### config.mk
export PLATFORM = sky130hd
export DESIGN_NAME = ags_accumulator
export DESIGN_NICKNAME = d
export VERILOG_FILES = /design/src/rtl/ags_accumulator.sv
export SDC_FILE = /design/constraint.sdc
export NUM_CORES = 1
export LEC_CHECK = 0
export CAP_MARGIN = 20
export CORE_ASPECT_RATIO = 0.9
export CORE_MARGIN = 2
export CORE_UTILIZATION = 54
export CTS_BUF_LIST = sky130_fd_sc_hd__clkbuf_8
export DETAILED_ROUTE_END_ITERATION = 8
export GPL_ROUTABILITY_DRIVEN = 0
export PLACE_DENSITY = 0.92
export SLEW_MARGIN = 30
export SYNTH_ARGS = -nofsm -noshare
export SYNTH_HDL_FRONTEND = slang
export SYNTH_SLANG_ARGS = --single-unit
### constraint.sdc
create_clock -name clk -period 3 [get_ports clk]
set_input_delay 0.6 -clock clk [delete_from_list [all_inputs] [get_ports clk]]
set_output_delay 0.6 -clock clk [all_outputs]
set_load 0.01 [all_outputs]
### src/rtl/ags_accumulator.sv
// AGS stage: accumulates NUM_CORE_V partial-sum beats per pass, then derives one hidden bit per neuron serially.
// Define AGS_STOCHASTIC_EN for LFSR-sampled sigmoid outputs; the default build uses a strict acc > 0 threshold.
module ags_accumulator #(
  parameter int NUM_CORE_V     = 10,
  parameter int NUM_HN_ONECORE = 4,
  parameter int BW_PS          = 16,
  parameter int BW_ACC         = 20,
  parameter int SIG_SHIFT      = 6
) (
  input  logic                             clk,
  input  logic                             rst,
  input  logic                             en,
  input  logic                             start,
  input  logic                             data_in_en,
  input  logic [BW_PS*NUM_HN_ONECORE-1:0]  data_in,
  output logic                             busy,
  output logic [BW_ACC*NUM_HN_ONECORE-1:0] acc_out,
  output logic [NUM_HN_ONECORE-1:0]        h_out,
  output logic                             h_valid,
  output logic                             drop_err
);

  localparam int BCW = $clog2(NUM_CORE_V + 1);
  localparam int KW  = (NUM_HN_ONECORE > 1) ? $clog2(NUM_HN_ONECORE) : 1;
  localparam int KCW = KW + 1;

  typedef enum logic [1:0] {IDLE, ACCUM, ACTIVATE} state_t;

  state_t                     state, state_nx;
  logic signed [BW_ACC-1:0]   acc [NUM_HN_ONECORE];
  logic [BCW-1:0]             beat_cnt;
  logic [KCW-1:0]             k;
  logic [KW-1:0]              kidx;
  logic [NUM_HN_ONECORE-1:0]  shadow;
  logic signed [BW_ACC-1:0]   acc_sel;
  logic                       beat_last;
  logic                       act_done;
  logic                       h_bit;

  assign kidx      = k[KW-1:0];
  assign acc_sel   = acc[kidx];
  assign beat_last = (state == ACCUM) && data_in_en && (beat_cnt == BCW'(NUM_CORE_V - 1));
  // k runs one past the last neuron: that extra cycle publishes h_out, giving the t+N+1 latency
  assign act_done  = (state == ACTIVATE) && (k == KCW'(NUM_HN_ONECORE));
  assign busy      = (state != IDLE);

  always_comb begin
    for (int unsigned i = 0; i < NUM_HN_ONECORE; i++)
      acc_out[BW_ACC*i +: BW_ACC] = acc[i];
  end

`ifdef AGS_STOCHASTIC_EN
  logic [7:0]               lfsr;
  logic signed [BW_ACC-1:0] acc_sh;
  logic signed [BW_ACC:0]   p_sum;
  logic [7:0]               p;

  always_comb begin
    acc_sh = acc_sel >>> SIG_SHIFT;
    p_sum  = {acc_sh[BW_ACC-1], acc_sh} + (BW_ACC+1)'(128);
    p      = p_sum[7:0];
    if (p_sum[BW_ACC])
      p = '0;
    else if (|p_sum[BW_ACC-1:8])
      p = '1;
    h_bit = (p >= lfsr);
  end

  always_ff @(posedge clk) begin
    if (rst)
      lfsr <= 8'h01;
    else if (en && state == ACTIVATE && !act_done)
      lfsr <= {lfsr[6:0], lfsr[7] ^ lfsr[5] ^ lfsr[4] ^ lfsr[3]};
  end
`else
  assign h_bit = !acc_sel[BW_ACC-1] && (|acc_sel);
`endif

  always_ff @(posedge clk) begin
    if (rst)
      state <= IDLE;
    else
      state <= state_nx;
  end

  always_comb begin
    state_nx = state;
    if (en) begin
      case (state)
        IDLE:     if (start)     state_nx = ACCUM;
        ACCUM:    if (beat_last) state_nx = ACTIVATE;
        ACTIVATE: if (act_done)  state_nx = IDLE;
        default:                 state_nx = IDLE;
      endcase
    end
  end

  always_ff @(posedge clk) begin
    if (rst) begin
      for (int unsigned i = 0; i < NUM_HN_ONECORE; i++)
        acc[i] <= '0;
      beat_cnt <= '0;
      k        <= '0;
      shadow   <= '0;
      h_out    <= '0;
      h_valid  <= 1'b0;
      drop_err <= 1'b0;
    end else if (en) begin
      h_valid <= 1'b0;
      if (data_in_en && state != ACCUM)
        drop_err <= 1'b1;
      case (state)
        IDLE: begin
          if (start) begin
            for (int unsigned i = 0; i < NUM_HN_ONECORE; i++)
              acc[i] <= '0;
            beat_cnt <= '0;
            k        <= '0;
          end
        end
        ACCUM: begin
          if (data_in_en) begin
            for (int unsigned i = 0; i < NUM_HN_ONECORE; i++)
              acc[i] <= acc[i] + {{(BW_ACC-BW_PS){data_in[BW_PS*i+BW_PS-1]}},
                                  data_in[BW_PS*i +: BW_PS]};
            beat_cnt <= beat_cnt + BCW'(1);
          end
        end
        ACTIVATE: begin
          if (act_done) begin
            h_out   <= shadow;
            h_valid <= 1'b1;
          end else begin
            shadow[kidx] <= h_bit;
            k            <= k + KCW'(1);
          end
        end
        default: ;
      endcase
    end else begin
      h_valid <= 1'b0;
    end
  end

endmodule

==> flow_summary.rst, run 1 <==
.. list-table::
   :header-rows: 1

   * - Metric
     - Value
   * - Growth of design area from synthesis to finish
     - 32.4%
   * - CTS max path bufs
     - 2
   * - Cell at the root of the clock tree
     - clkbuf_8
   * - Destination of the worst hold path
     - drop_err
   * - Post-route ant nets
     - 0
   * - Global-route wire length before repair
     - 32,800 um
   * - Global route total overflow
     - 0
   * - Number of buffers created by CTS
     - 9
   * - H-tree depth
     - 3
   * - GRT met2 Usage
     - 48.0%
   * - Synth top cells by count
     - 95 x nor2_1, 82 x ha_1, 68 x a21oi_1
   * - Share of Yosys cell area claimed by the top area cell type
     - between 20% and 30%
   * - Setup skew after layout
     - between 0.02 and 0.025 ns
   * - Cells after synthesis
     - 813
   * - Wire length per cell after detailed routing
     - 16.6 um
   * - Final layout net count
     - 1,188
   * - Number of max-capacitance violations reported
     - 0
   * - Met1 track utilization from global routing
     - 35.1%
   * - NetSw
     - between 1 and 1.5 mW
   * - Post-route clock period utilization
     - a little over nine tenths
   * - Tightest Pin Transition
     - 0.495 ns
   * - Top area cells in the synthesized netlist
     - edfxtp_1 24%, ha_1 14%, dfxtp_1 11%, nor2_1 4.8%, a21oi_1 4.6%
   * - Tmin final
     - a little under 3 ns
   * - Combinational power share
     - between 30% and 40%
   * - GR Util All Layers
     - 27.5%
   * - Outcome
     - complete, no violations
   * - Final routed wirelength across all metal layers
     - 20,000 um
   * - Die width
     - 128 um
   * - Final Hold Viols
     - 0
   * - Net switching fraction of the power
     - 30.8%
   * - Post-synth EDFFs
     - 60
   * - Initial Util
     - 55.7%
   * - Main combinational cell family by area after synthesis
     - compound AO/OA/AOI/OAI gates
   * - Sequential-to-total area share from yosys stat
     - 35.1%
   * - Arithmetic-cell share of the synthesized area counting full adders, half adders and majority gates
     - between 10% and 20%
   * - Mux cell area share after synthesis
     - 1.09%
   * - Number of inserted diodes
     - 0
   * - GRT Max-Usage Layer
     - met2
   * - Overall die height
     - 116 um
   * - Top FF cell, synth
     - edfxtp_1
   * - Area inside the core boundary
     - 13,400 um2
   * - Cell taking the most area after synthesis
     - edfxtp_1
   * - Distinct cells, synth
     - 78
   * - Power share of the clock group
     - 24.0%
   * - Antenna violations before repair
     - 0
   * - Detail-routed via count per cell
     - just under 6
   * - Synthesized area per cell
     - about 9 um2
   * - Pin count of the biggest net entering global routing
     - 25
   * - Final setup vio count
     - 0
   * - GRT met3 Usage
     - 4.48%
   * - Number of storage elements in the synthesis netlist
     - 101
   * - Final core area utilization
     - 73.8%
   * - Most used standard cell by instance count after synthesis
     - nor2_1
   * - Total iterations of the first detailed-routing run
     - 5
   * - FMAX
     - 342 MHz
   * - Hold Path Origin
     - drop_err
   * - Max Fanout on Critical Path
     - 5
   * - Via count of the first global-routing pass
     - 6,966
   * - Worst reg2reg setup slack
     - 0.29 ns
   * - Startpoint type of the worst setup path
     - input pin
   * - Clock-pin slew reported for the worst setup and hold paths after clock tree synthesis
     - 0.10 ns
   * - Yosys warning count
     - 0
   * - Type of element capturing the critical path
     - flop
   * - Signal arrival time at the worst endpoint
     - approximately 3.1 ns
   * - Total count of max-transition violations in the final report
     - 0
   * - Hold Path Cell Cnt
     - 2
   * - Seq pwr share
     - 44.7%
   * - Count of input and output buffers
     - 155
   * - Number of sinks on the clock net
     - 101
   * - Worst skew pair latency
     - 0.39 ns
   * - Fraction of registers with async set or reset after synthesis
     - 0%
   * - Post-Layout Cell Count
     - 1,206
   * - Internal power component
     - 2.47 mW
   * - Xor/xnor share of the synthesized area
     - 6.68%
   * - Total I/O pin count
     - approximately 160
   * - Netlist area before placement
     - 7470 um2
   * - Total die area
     - approximately 15,000 um2
   * - Total half-perimeter wirelength after legalization and detailed placement
     - ~15,000 um
   * - Initial DRC Count
     - 554
   * - Critical path required time
     - 3.15 ns
   * - Total nets after synthesis
     - 968
   * - Cell count of the worst reg-to-reg path
     - 9
   * - TritonCTS clock tree
     - built
   * - Category of the critical setup timing path
     - in2reg
   * - End of the worst register-to-register path
     - acc[3][19]
   * - Number of instances in the placed design
     - 1,190
   * - Max transition margin
     - between 60% and 70%
   * - Worst-case vdd ir drop
     - ~0.00035 V
   * - Total vias in the final route
     - 7,115
   * - Startpoint of the most critical register-to-register path
     - acc[3][0]
   * - Number of buffers added to fix hold violations after cts
     - 0
   * - Simple-gate portion of the synthesized area
     - 17.3%
   * - Static leakage
     - between 4 and 5 nW
   * - Post-synthesis compound-gate area fraction
     - 22.3%
   * - Power per Cell Area
     - 360 nW/um2
   * - Path type of the worst min-delay path
     - reg2reg
   * - DRC
     - 0
   * - Proportion of layout cells with a drive suffix above 1
     - 10.9%
   * - Number of placement rows
     - 40
-- how the worst max path moves through the flow --
stage,from,endpoint,slack [ns],cells after the start
after CTS,data_in[48],acc[3][16],0.05,10
final,data_in[48],acc[3][19],0.07,10
after global routing,data_in[48],acc[3][19],-0.001,10
after detailed placement,data_in[48],acc[3][16],-0.34,10
after global placement,data_in[48],acc[3][16],-0.18,10
after floorplan,data_in[32],acc[2][16],0.29,11
-- kinds of logic after synthesis --
logic type | Yosys count
xor gates and xnor gates | 57
muxes | 8
buffers and inverters | 52
adders and majority gates | 86
AOI/OAI and AO/OA | 240
and+or+nand+nor | 269
DFF | 101
-- through the flow --
| step | setup slack [ns] | cell area, um2 | power [mW] | hold slack, ns | TNS (ns) |
|---|---|---|---|---|---|
| detailed placement | -0.338 | 9700 | 2.72 | 0.471 | -3.40 |
| global placement | -0.179 | 9700 | 2.69 | 0.461 | -1.67 |
| CTS | 0.0522 | 9890 | 3.57 | 0.493 | 0 |
| floorplan | 0.291 | 7470 | 2.26 | 0.465 | 0 |
| finish | 0.0737 | 9890 | 3.57 | 0.494 | 0 |
| global route | -0.00108 | 9890 | 3.74 | 0.512 | -0.00108 |
-- critical path: stages --
cell and delay (ns):
clkdlybuf4s50_1 0.45, ha_1 0.25, buf_4 0.14, a211oi_1 0.33, o21bai_1 0.19, a21bo_2 0.29
a221oi_1 0.43, o31ai_1 0.16, xnor2_1 0.19, nor2_1 0.05
-- what timing repair did --
action	4_1_cts	5_1_grt
gates resized for setup	0	3
setup endpoints to repair	0	6
setup buffers	0	0
endpoints found under the hold margin	0	0
-- sequential cells by signal, indices dropped and copies added, names as in the netlist, named ones only --
name      count
h_valid       1
h_out         4
k             3
shadow        4
state         2
beat_cnt      4
acc          80
drop_err      1
-- layout by cell type (no fill, tap or decap), drive strengths merged, types with 4 or more instances in the layout --
master | synthesis | final
inv | 35 | 37
mux2i | 7 | 7
ha | 82 | 82
clkbuf | 13 | 12
clkdlybuf4s50 | 0 | 155
fa | 4 | 4
a21o | 29 | 29
dfxtp | 41 | 41
nand4 | 8 | 8
nor2 | 96 | 96
o211ai | 4 | 4
o31ai | 9 | 9
buf | 4 | 71
edfxtp | 60 | 60
o21bai | 12 | 12
nor2b | 10 | 10
nor4 | 20 | 20
a31oi | 5 | 5
or3 | 7 | 7
nor3 | 24 | 24
and2 | 8 | 8
a221oi | 5 | 5
o21ai | 42 | 42
and3 | 9 | 9
xor2 | 23 | 23
o21a | 10 | 10
nand3 | 16 | 16
nand2 | 55 | 55
a211oi | 19 | 19
xnor2 | 34 | 34
a21oi | 69 | 69
-- power groups by stage --
stage	logic, mW	clock network, mW	registers, mW
2_1_floorplan	0.622	0	1.63
3_3_place_gp	1.07	0	1.62
3_5_place_dp	1.10	0	1.62
4_1_cts	1.11	0.869	1.59
5_1_grt	1.22	0.919	1.60
6_report	1.12	0.855	1.59
-- area by class of cell --
type,instances,area (um2)
Fill cell,994,3520
Multi-Input combinational cell,660,4650
Inverter,35,131
Timing Repair Buffer,226,2080
Tap cell,168,210
Sequential cell,101,2620
Clock inverter,4,23.8
Clock buffer,12,165
-- per-layer routing --
layer | wire length, um | share of wire [%] | vias up
met4 | 468 | 2.3 | 0
met1 | 8880 | 44 | 3354
met3 | 1080 | 5.4 | 42
met5 | 0 | 0 | -
met2 | 9570 | 48 | 247
li1 | - | - | 3472
Power figures use the tool's default switching activity.
==> run 2: changes to the inputs <==
--- a/config.mk
+++ b/config.mk
@@ -13,6 +13,7 @@
 export DETAILED_ROUTE_END_ITERATION = 8
 export GPL_ROUTABILITY_DRIVEN = 0
 export PLACE_DENSITY = 0.92
+export SKIP_LAST_GASP = 1
 export SLEW_MARGIN = 30
 export SYNTH_ARGS = -nofsm -noshare
 export SYNTH_HDL_FRONTEND = slang
==> results of run 2 <==
The final DEF is identical to that of run 1; final timing and power are the same.
==> run 3: changes to the inputs <==
--- a/config.mk
+++ b/config.mk
@@ -14,7 +14,8 @@
 export GPL_ROUTABILITY_DRIVEN = 0
 export PLACE_DENSITY = 0.92
 export SKIP_LAST_GASP = 1
-export SLEW_MARGIN = 30
+export SLEW_MARGIN = 10
 export SYNTH_ARGS = -nofsm -noshare
 export SYNTH_HDL_FRONTEND = slang
 export SYNTH_SLANG_ARGS = --single-unit
+export TNS_END_PERCENT = 30
==> results of run 3 <==
The final DEF is identical to that of run 1; final timing and power are the same.
